===== src/rtl/fetch_ctrl_pkg.sv =====
// rtl/fetch_ctrl_pkg.sv - shared types and constants for the fetch controller
package fetch_ctrl_pkg;

  typedef enum logic [1:0] {
    BOOT   = 2'd0,
    RUN    = 2'd1,
    HALTED = 2'd2
  } fetch_state_e;

  localparam logic [31:0] PC_ALIGN_MASK        = 32'hFFFF_FFFC;
  localparam logic [31:0] DEFAULT_RESET_VECTOR = 32'h0000_0000;

  function automatic logic [31:0] align_pc(input logic [31:0] pc);
    return pc & PC_ALIGN_MASK;
  endfunction

endpackage


===== src/rtl/fetch_ctrl_if.sv =====
// rtl/fetch_ctrl_if.sv - fetch controller signal bundle; perf ports under FETCH_PERF_CNT_EN
interface fetch_ctrl_if;

  logic        stall_i;
  logic        redirect_valid_i;
  logic [31:0] redirect_pc_i;
  logic        halt_i;
  logic        resume_i;
  logic [31:0] pc_i;
  logic        pc_we_o;
  logic [31:0] pc_next_o;
  logic        if_id_flush_o;
  logic        fetch_valid_o;
  logic        halted_o;
  logic        misalign_o;
`ifdef FETCH_PERF_CNT_EN
  logic [31:0] fetch_cnt_o;
  logic [31:0] stall_cnt_o;
`endif

  modport master (
    input  stall_i, redirect_valid_i, redirect_pc_i, halt_i, resume_i, pc_i,
`ifdef FETCH_PERF_CNT_EN
    output fetch_cnt_o, stall_cnt_o,
`endif
    output pc_we_o, pc_next_o, if_id_flush_o, fetch_valid_o, halted_o, misalign_o
  );

  modport slave (
    output stall_i, redirect_valid_i, redirect_pc_i, halt_i, resume_i, pc_i,
`ifdef FETCH_PERF_CNT_EN
    input  fetch_cnt_o, stall_cnt_o,
`endif
    input  pc_we_o, pc_next_o, if_id_flush_o, fetch_valid_o, halted_o, misalign_o
  );

endinterface


===== src/rtl/fetch_perf_cnt.sv =====
// rtl/fetch_perf_cnt.sv - free-running fetch and stall event counters, wrap at 2^32
module fetch_perf_cnt (
  input  logic        clk,
  input  logic        rst,
  input  logic        i_fetch_inc,
  input  logic        i_stall_inc,
  output logic [31:0] o_fetch_cnt,
  output logic [31:0] o_stall_cnt
);

  logic [31:0] r_fetch_cnt;
  logic [31:0] r_stall_cnt;

  always_ff @(posedge clk) begin
    if (rst) begin
      r_fetch_cnt <= 32'd0;
      r_stall_cnt <= 32'd0;
    end else begin
      if (i_fetch_inc) r_fetch_cnt <= r_fetch_cnt + 32'd1;
      if (i_stall_inc) r_stall_cnt <= r_stall_cnt + 32'd1;
    end
  end

  assign o_fetch_cnt = r_fetch_cnt;
  assign o_stall_cnt = r_stall_cnt;

endmodule


===== src/rtl/fetch_ctrl.sv =====
// rtl/fetch_ctrl.sv - instruction-fetch sequencing controller (boot hold, redirect flush, halt)
// Optional perf counters enabled by defining FETCH_PERF_CNT_EN.
module fetch_ctrl
  import fetch_ctrl_pkg::*;
#(
  parameter logic [31:0] RESET_VECTOR     = DEFAULT_RESET_VECTOR,
  parameter int          BOOT_HOLD_CYCLES = 4,
  parameter int          FLUSH_CYCLES     = 1
) (
  input logic          clk,
  input logic          rst,
  fetch_ctrl_if.master bus
);

  localparam logic [7:0] BOOT_LOAD  = 8'(BOOT_HOLD_CYCLES - 1);
  localparam logic [1:0] FLUSH_LOAD = 2'(FLUSH_CYCLES - 1);

  fetch_state_e r_state;
  logic [7:0]   r_boot_cnt;
  logic [1:0]   r_flush_cnt;
  logic         r_misalign;

  logic        w_pc_we;
  logic [31:0] w_pc_next;
  logic        w_flush;
  logic        w_fetch_valid;
  logic        w_halted;
  logic        w_stall_path;
  logic        w_window;
  logic [31:0] w_seq_pc;
  logic [31:0] w_redir_pc;

  assign w_window   = (r_flush_cnt != 2'd0);
  assign w_seq_pc   = bus.pc_i + 32'd4;
  assign w_redir_pc = align_pc(bus.redirect_pc_i);

  // Reset forces the boot-time outputs even before the first edge samples it.
  always_comb begin
    w_pc_we       = 1'b1;
    w_pc_next     = RESET_VECTOR;
    w_flush       = 1'b1;
    w_fetch_valid = 1'b0;
    w_halted      = 1'b0;
    w_stall_path  = 1'b0;
    if (!rst) begin
      unique case (r_state)
        BOOT: ;
        RUN: begin
          if (bus.redirect_valid_i) begin
            w_pc_next = w_redir_pc;
          end else if (bus.halt_i) begin
            w_pc_we   = 1'b0;
            w_pc_next = w_seq_pc;
          end else if (bus.stall_i) begin
            w_pc_we      = 1'b0;
            w_pc_next    = w_seq_pc;
            w_flush      = w_window;
            w_stall_path = 1'b1;
          end else begin
            w_pc_next = w_seq_pc;
            w_flush   = w_window;
          end
          w_fetch_valid = !w_flush;
        end
        HALTED: begin
          w_halted  = 1'b1;
          w_pc_we   = bus.redirect_valid_i;
          w_pc_next = bus.redirect_valid_i ? w_redir_pc : w_seq_pc;
        end
        default: ;
      endcase
    end
  end

  always_ff @(posedge clk) begin
    if (rst) begin
      r_state     <= BOOT;
      r_boot_cnt  <= BOOT_LOAD;
      r_flush_cnt <= 2'd0;
      r_misalign  <= 1'b0;
    end else begin
      r_misalign <= 1'b0;
      if (w_window) r_flush_cnt <= r_flush_cnt - 2'd1;
      unique case (r_state)
        BOOT: begin
          if (r_boot_cnt == 8'd0) r_state <= RUN;
          else                    r_boot_cnt <= r_boot_cnt - 8'd1;
        end
        RUN: begin
          if (bus.redirect_valid_i) begin
            r_flush_cnt <= FLUSH_LOAD;
            r_misalign  <= |bus.redirect_pc_i[1:0];
          end
          if (bus.halt_i) r_state <= HALTED;
        end
        HALTED: begin
          // Debug set-PC: redirect is applied but the core stays halted.
          if (bus.redirect_valid_i) r_misalign <= |bus.redirect_pc_i[1:0];
          if (bus.resume_i && !bus.halt_i) r_state <= RUN;
        end
        default: r_state <= BOOT;
      endcase
    end
  end

  assign bus.pc_we_o       = w_pc_we;
  assign bus.pc_next_o     = w_pc_next;
  assign bus.if_id_flush_o = w_flush;
  assign bus.fetch_valid_o = w_fetch_valid;
  assign bus.halted_o      = w_halted;
  assign bus.misalign_o    = r_misalign & ~rst;

`ifdef FETCH_PERF_CNT_EN
  fetch_perf_cnt u_perf (
    .clk         (clk),
    .rst         (rst),
    .i_fetch_inc (w_fetch_valid & w_pc_we),
    .i_stall_inc (w_stall_path),
    .o_fetch_cnt (bus.fetch_cnt_o),
    .o_stall_cnt (bus.stall_cnt_o)
  );
`endif

endmodule


===== src/flat_wrapper.sv =====
// flat-port wrapper written by rule: the top's interface ports become plain ports
module fetch_ctrl_flat import fetch_ctrl_pkg::*;
#(
  parameter logic [31:0] RESET_VECTOR     = DEFAULT_RESET_VECTOR,
  parameter int          BOOT_HOLD_CYCLES = 4,
  parameter int          FLUSH_CYCLES     = 1
)
  (clk, rst, bus_stall_i, bus_redirect_valid_i, bus_redirect_pc_i, bus_halt_i, bus_resume_i, bus_pc_i, bus_pc_we_o, bus_pc_next_o, bus_if_id_flush_o, bus_fetch_valid_o, bus_halted_o, bus_misalign_o);
  fetch_ctrl_if bus_i ();
  input logic clk;
  input logic rst;
  input wire logic [$bits(bus_i.stall_i)-1:0] bus_stall_i;
  input wire logic [$bits(bus_i.redirect_valid_i)-1:0] bus_redirect_valid_i;
  input wire logic [$bits(bus_i.redirect_pc_i)-1:0] bus_redirect_pc_i;
  input wire logic [$bits(bus_i.halt_i)-1:0] bus_halt_i;
  input wire logic [$bits(bus_i.resume_i)-1:0] bus_resume_i;
  input wire logic [$bits(bus_i.pc_i)-1:0] bus_pc_i;
  output wire logic [$bits(bus_i.pc_we_o)-1:0] bus_pc_we_o;
  output wire logic [$bits(bus_i.pc_next_o)-1:0] bus_pc_next_o;
  output wire logic [$bits(bus_i.if_id_flush_o)-1:0] bus_if_id_flush_o;
  output wire logic [$bits(bus_i.fetch_valid_o)-1:0] bus_fetch_valid_o;
  output wire logic [$bits(bus_i.halted_o)-1:0] bus_halted_o;
  output wire logic [$bits(bus_i.misalign_o)-1:0] bus_misalign_o;
  assign bus_i.stall_i = bus_stall_i;
  assign bus_i.redirect_valid_i = bus_redirect_valid_i;
  assign bus_i.redirect_pc_i = bus_redirect_pc_i;
  assign bus_i.halt_i = bus_halt_i;
  assign bus_i.resume_i = bus_resume_i;
  assign bus_i.pc_i = bus_pc_i;
  assign bus_pc_we_o = bus_i.pc_we_o;
  assign bus_pc_next_o = bus_i.pc_next_o;
  assign bus_if_id_flush_o = bus_i.if_id_flush_o;
  assign bus_fetch_valid_o = bus_i.fetch_valid_o;
  assign bus_halted_o = bus_i.halted_o;
  assign bus_misalign_o = bus_i.misalign_o;
  fetch_ctrl #(.RESET_VECTOR(RESET_VECTOR), .BOOT_HOLD_CYCLES(BOOT_HOLD_CYCLES), .FLUSH_CYCLES(FLUSH_CYCLES)) u_core (.clk(clk), .rst(rst), .bus(bus_i));
endmodule

===== config.mk =====
export PLATFORM = sky130hd
export DESIGN_NAME = fetch_ctrl_flat
export DESIGN_NICKNAME = d
export VERILOG_FILES = /design/src/rtl/fetch_ctrl_pkg.sv /design/src/rtl/fetch_ctrl_if.sv /design/src/rtl/fetch_perf_cnt.sv /design/src/rtl/fetch_ctrl.sv /design/src/flat_wrapper.sv
export SDC_FILE = /design/constraint.sdc
export NUM_CORES = 1
export LEC_CHECK = 0
export ABC_AREA = 1
export BUFFER_PORTS_ARGS = -buffer_cell sky130_fd_sc_hd__buf_2
export CORE_UTILIZATION = 46
export CTS_BUF_LIST = sky130_fd_sc_hd__clkbuf_16
export DETAILED_ROUTE_END_ITERATION = 12
export PLACE_DENSITY = 0.82
export SETUP_SLACK_MARGIN = 0.4
export SLEW_MARGIN = 20
export SYNTH_ARGS = -nofsm -noshare
export SYNTH_HDL_FRONTEND = slang
export SYNTH_SLANG_ARGS = --single-unit

===== constraint.sdc =====
create_clock -name clk -period 1.55 [get_ports clk]
set_clock_uncertainty 0.05 [all_clocks]
set_input_delay 0.0775 -clock clk [delete_from_list [all_inputs] [get_ports clk]]
set_output_delay 0.0775 -clock clk [all_outputs]
set_load 0.01 [all_outputs]

Yosys cells after proc, flatten, opt, wreduce, memory -nomap -nowiden:

Index checks and enable logic that the tools add are counted.
W data, S select, Z words.

* output and inout bits: 37
* logic and storage cells: 53
* input port bits: 70
* bits in registers: 13

* bitwise gates (word level): 5
* reduce and logical (&&, ||, !) cells: 11
* mux-type cells: 25
* equality and inequality tests: 5
* add/sub/neg operators: 3

Operators by type and width (count)
* $mux W32: 3
* $add A32 B3 Y32 const B: 1
* $mux W1: 14
* $mux W2: 6
* $logic_not A8 Y1: 1
* $sub A8 B1 Y8 const B: 1
* $pmux W2 S3: 1
* $ne A2 B1 Y1 const B: 2
* $not A1 Y1: 4
* $reduce_or A2 Y1: 2
* $reduce_and A3 Y1: 1
* $reduce_or A3 Y1: 1
* $eq A2 B1 Y1 const B: 1
* $eq A2 B2 Y1 const B: 1
* $logic_not A1 Y1: 2
* $logic_not A2 Y1: 1
* $ne A2 B2 Y1 const B: 1
* $pmux W1 S2: 1
* $reduce_and A2 Y1: 1
* $reduce_bool A2 Y1: 1
* $sub A2 B1 Y2 const B: 1
* $and A1 B1 Y1: 1
* $logic_and A1 B1 Y1: 1

Longest topological paths before layout:

* depth in word-level cells: 8
* gate-level depth with buffers: 10
* depth with buffers taken out: 10

Least setup slack after synthesis:

Ideal clock, no wire load.

* kind: register -> output
* from: reg u_core.r_state[1]
* to: out bus_pc_next_o[12]
* stages on the path, launching flop included: 7
* arrival: 1.433 ns
* data required time: 1.422 ns
* buffers on the path: 0
* path slack: -0.011 ns
* cells stage by stage: dfxtp_1 inv_1 ha_1 nand2_2 nor2_2 o21ai_0 o21ai_0

* longest elaborated chain between the ends: 4
* elaborated cells on any way between the ends: 5
* classes of those cells: 2 x eq/ne; 2 x mux; 1 x reduce/logical

RTL lines
* from (decl): RTL line fetch_ctrl.sv:18 `fetch_state_e r_state;`
* from (signal assigned): RTL line fetch_ctrl.sv:77 `r_state <= BOOT;`
* from (signal assigned): RTL line fetch_ctrl.sv:86 `if (r_boot_cnt == 8'd0) r_state <= RUN;`
* from (signal assigned): RTL line fetch_ctrl.sv:94 `if (bus.halt_i) r_state <= HALTED;`
* $eq A2 B2 Y1 or $eq A2 B1 Y1 (tied branches): RTL line fetch_ctrl.sv:46 `unique case (r_state)`
* $reduce_or A2 Y1 (no line) *
* $mux W32 *
* $mux W32 *: RTL line fetch_ctrl.sv:45 `if (!rst) begin`
* to (decl): RTL line flat_wrapper.sv:19 `output wire logic [$bits(bus_i.pc_next_o)-1:0] bus_pc_next_o;`

Mark *: on every way between the ends. The rest lies on a longest branch, timed or not.

Final worst setup path:

* from: reg u_core.r_state[1]
* to: out bus_pc_next_o[13]

Same word-level chain as after synthesis.

==> results.py <==
metrics = {
    "logic_synthesis": {
        "synth_most_common_cell": "nand2_1",
        "synth_cells": 375,
        "synthTopCellsByCount": "104 x nand2_1, 69 x nor2_1, 46 x inv_1, 30 x o21ai_0, 25 x nand3_1",
        "synthTopCellsByArea": "nand2_1 19%, dfxtp_1 13%, nor2_1 13%, inv_1 8.5%, o21ai_0 7.4%",
        "yosysSeqAreaShare": 0.129,
        "yosysTopAreaCell": "nand2_1",
        "syn-num-nets": 451,
        "yosys_warnings": 0,
        "syn_area_um2": 2020,
        "syn_avg_cell_area_um2": 5.39,
        "synth_edf_count": 0,
        "synth_ff_type": "dfxtp_1",
        "ys_async_sr_fraction": 0,
        "synth_top_area_share": 0.193,
        "yosys_register_bits": 13,
        "netlist-cell-type-count": 36,
    },
    "setup_path": {
        "r2r_start": "u_core.r_state[1]$_SDFFE_PP0P_",
        "timing.reg2reg.setup_slack_ns": 0.11,
        "endpoint_kind": "output port",
        "r2r_cells": 7,
        "critPathMaxStageDelay_ns": 0.34,
        "cp_num_cells": 8,
        "critPathArrivalTime_ns": 1.64,
        "path_delay_family": "buffers and inverters",
        "cp_max_fo": 8,
        "cp_cell_sequence": "inv_2 -> ha_4 -> nand2_8 -> buf_12 -> inv_16 -> o21ai_2 -> a31oi_1 -> buf_2",
        "crit_path_start_kind": "flop",
        "startpoint": "u_core.r_state[1]$_SDFFE_PP0P_",
        "path_buf_inv": 4,
        "cpMaxStageDelayCell": "dfxtp_2",
        "crit_end": "bus_pc_next_o[13]",
        "worst-setup-path-type": "reg2out",
        "cp.required_ns": 1.42,
        "r2r-end": "u_core.r_misalign$_SDFF_PP0_",
    },
    "hold_path": {
        "hold_path.class": "in2reg",
    },
    "floorplan": {
        "num_rows": 23,
        "io_pins": 107,
        "core_um2": 4120,
        "initial_core_util": 0.491,
        "dieWidth_um": 68.3,
        "die_y_um": 68.3,
        "dieArea_um2": 4660,
    },
    "timing": {
        "rsz0062_at_grt": "true",
        "tightest_slew_ns": 0.337,
        "drv_slew": 0,
        "hold_violations": 0,
        "max_freq_ghz": 0.565,
        "finalCritPeriodShare": 1.14,
        "fin_ws_ns": -0.220,
        "finalSetupViolations": 34,
        "slew_headroom": 0.775,
        "hold-worst-slack_ns": 0.124,
        "period_minus_slack_ns": 1.77,
    },
    "detailed_routing": {
        "drt_iter0_markers": 198,
        "ant_nets": 0,
        "first_pass_iters": 5,
        "via_count": 3095,
        "wl_per_cell_um": 15.2,
        "drc": 0,
        "drt-total-wl_um": 8470,
        "viasPerCell": 5.55,
    },
    "clocking": {
        "cts_made_buffers": 3,
        "clk_latency_ns": 0.25,
        "clk_pin_slew_ns": 0.05,
        "root_buffer": "clkbuf_16",
        "cts_tree": "built",
        "clk_path_buf_depth": 2,
        "cts_max_level": 1,
        "clock-sinks": 13,
    },
    "power_and_ir_drop": {
        "irDropWorstVdd_mv": 1.20,
        "powerDensity_nw_per_um2": 988,
        "p_leak_nw": 1.70,
        "power.total_mw": 3.31,
    },
    "global_routing": {
        "grt_max_degree": 26,
        "antenna_found_initial": 0,
        "gr-usage-all-layers": 0.322,
        "overflow": 0,
        "grt_pass1_wl_um": 11300,
        "grt_pass1_vias": 2645,
    },
    "layout": {
        "fin_util": 0.813,
        "layout.nets": 585,
        "fin_area_um2": 3350,
        "area_growth_pct": 65.5,
        "antenna_cells": 0,
        "drive_gt1_frac": 0.476,
    },
    "placed_design": {
        "place_hpwl_um": 5200,
        "postPlaceCellArea_um2": 2730,
        "port_buffers": 106,
        "place.gp.congestion": 0.921,
    },
    "flow_run": {
        "drv_cap": 0,
    },
    "status": {
        "status": "complete, but fails checks",
        "violations": "setup timing",
    },
}
cell type report:
class	instances	area, µm²
multi-input combinational	307	1890
timing repair buffer	136	838
fill	272	769
sequential	13	272
inverter	47	198
clock buffer	3	75.1
tap	50	62.6
timing repair inverter	1	11.3
clock inverter	1	3.75
power by group:
| group | total [mW] | switching (mW) | internal (mW) |
|---|---|---|---|
| Sequential | 0.549 | 0.118 | 0.432 |
| Combinational | 2.26 | 1.23 | 1.03 |
| Clock | 0.498 | 0.156 | 0.342 |
| Total | 3.31 | 1.51 | 1.80 |
worst min-delay path, stage by stage:
cell	delay (ns)
buf_2	0.09
inv_2	0.08
nand2_1	0.07
nor2_1	0.04
kinds of logic (layout without fill, tap and decap cells):
logic type	after synthesis	count (layout)	synth area share
AOI/OAI and AO/OA	63	63	0.174
adders and majority gates	6	6	0.0371
DFF	13	13	0.129
xor gates and xnor gates	9	9	0.0390
and+or+nand+nor	229	229	0.510
buffers and inverters	55	188	0.111
layer usage:
layer  vias up  share of wire  routed length [µm]  track usage
met3        44          0.072                 606       0.0567
met4         0          0.047                 399        0.159
met2       183           0.51                4320        0.609
met5         -              0                   0            0
met1      1413           0.37                3150        0.335
li1       1455              -                   -            -
what timing repair did:
item | 4_1_cts | 5_1_grt
gates cloned | 1 | 1
endpoints found under the hold margin | 1 | 1
gates resized for setup | 54 | 45
pin swaps | 21 | 13
hold buffers | 1 | 1
setup buffers | 17 | 3
endpoints found under the setup margin | 49 | 49
per-stage QoR:
| step | setup WS (ns) | setup TNS (ns) | instances |
|---|---|---|---|
| CTS | -0.146 | -2.31 | 553 |
| global placement | 0.0514 | 0 | 530 |
| detailed placement | -0.00484 | -0.00484 | 530 |
| finish | -0.220 | -4.85 | 558 |
| global route | -0.249 | -6.32 | 558 |
| floorplan | 0.213 | 0 | 375 |
worst min path at each step:
stage,end,slack [ns],depth (start not counted),start
finish,u_core.r_flush_cnt[1]$_SDFF_PP0_,0.12,4,rst
global route,u_core.r_flush_cnt[1]$_SDFF_PP0_,0.15,4,rst
CTS,u_core.r_misalign$_SDFF_PP0_,0.006,2,bus_redirect_pc_i[1]
detailed placement,u_core.r_misalign$_SDFF_PP0_,0.24,2,bus_redirect_pc_i[0]
global placement,u_core.r_misalign$_SDFF_PP0_,0.23,2,bus_redirect_pc_i[0]
floorplan,u_core.r_boot_cnt[0]$_SDFFE_PP1N_,0.13,2,rst
sequential cells by signal, summed over array words and instances (netlist names):
| name | flops |
|---|---|
| u_core.r_boot_cnt | 8 |
| u_core.r_flush_cnt | 2 |
| u_core.r_misalign | 1 |
| u_core.r_state | 2 |
layout by cell type, fill, tap and decap left out, types with 8 or more instances in the layout:
cell     instances
a21oi_1         11
a21oi_2         12
buf_2          103
buf_4           17
buf_6           12
inv_1           37
inv_2            8
nand2_1         92
nand2_2         12
nand3_1         24
nor2_1          58
nor2_2          10
nor2_4          13
o21ai_1         12
o21ai_2         12
Note: power is estimated with default switching activity, not from simulation.
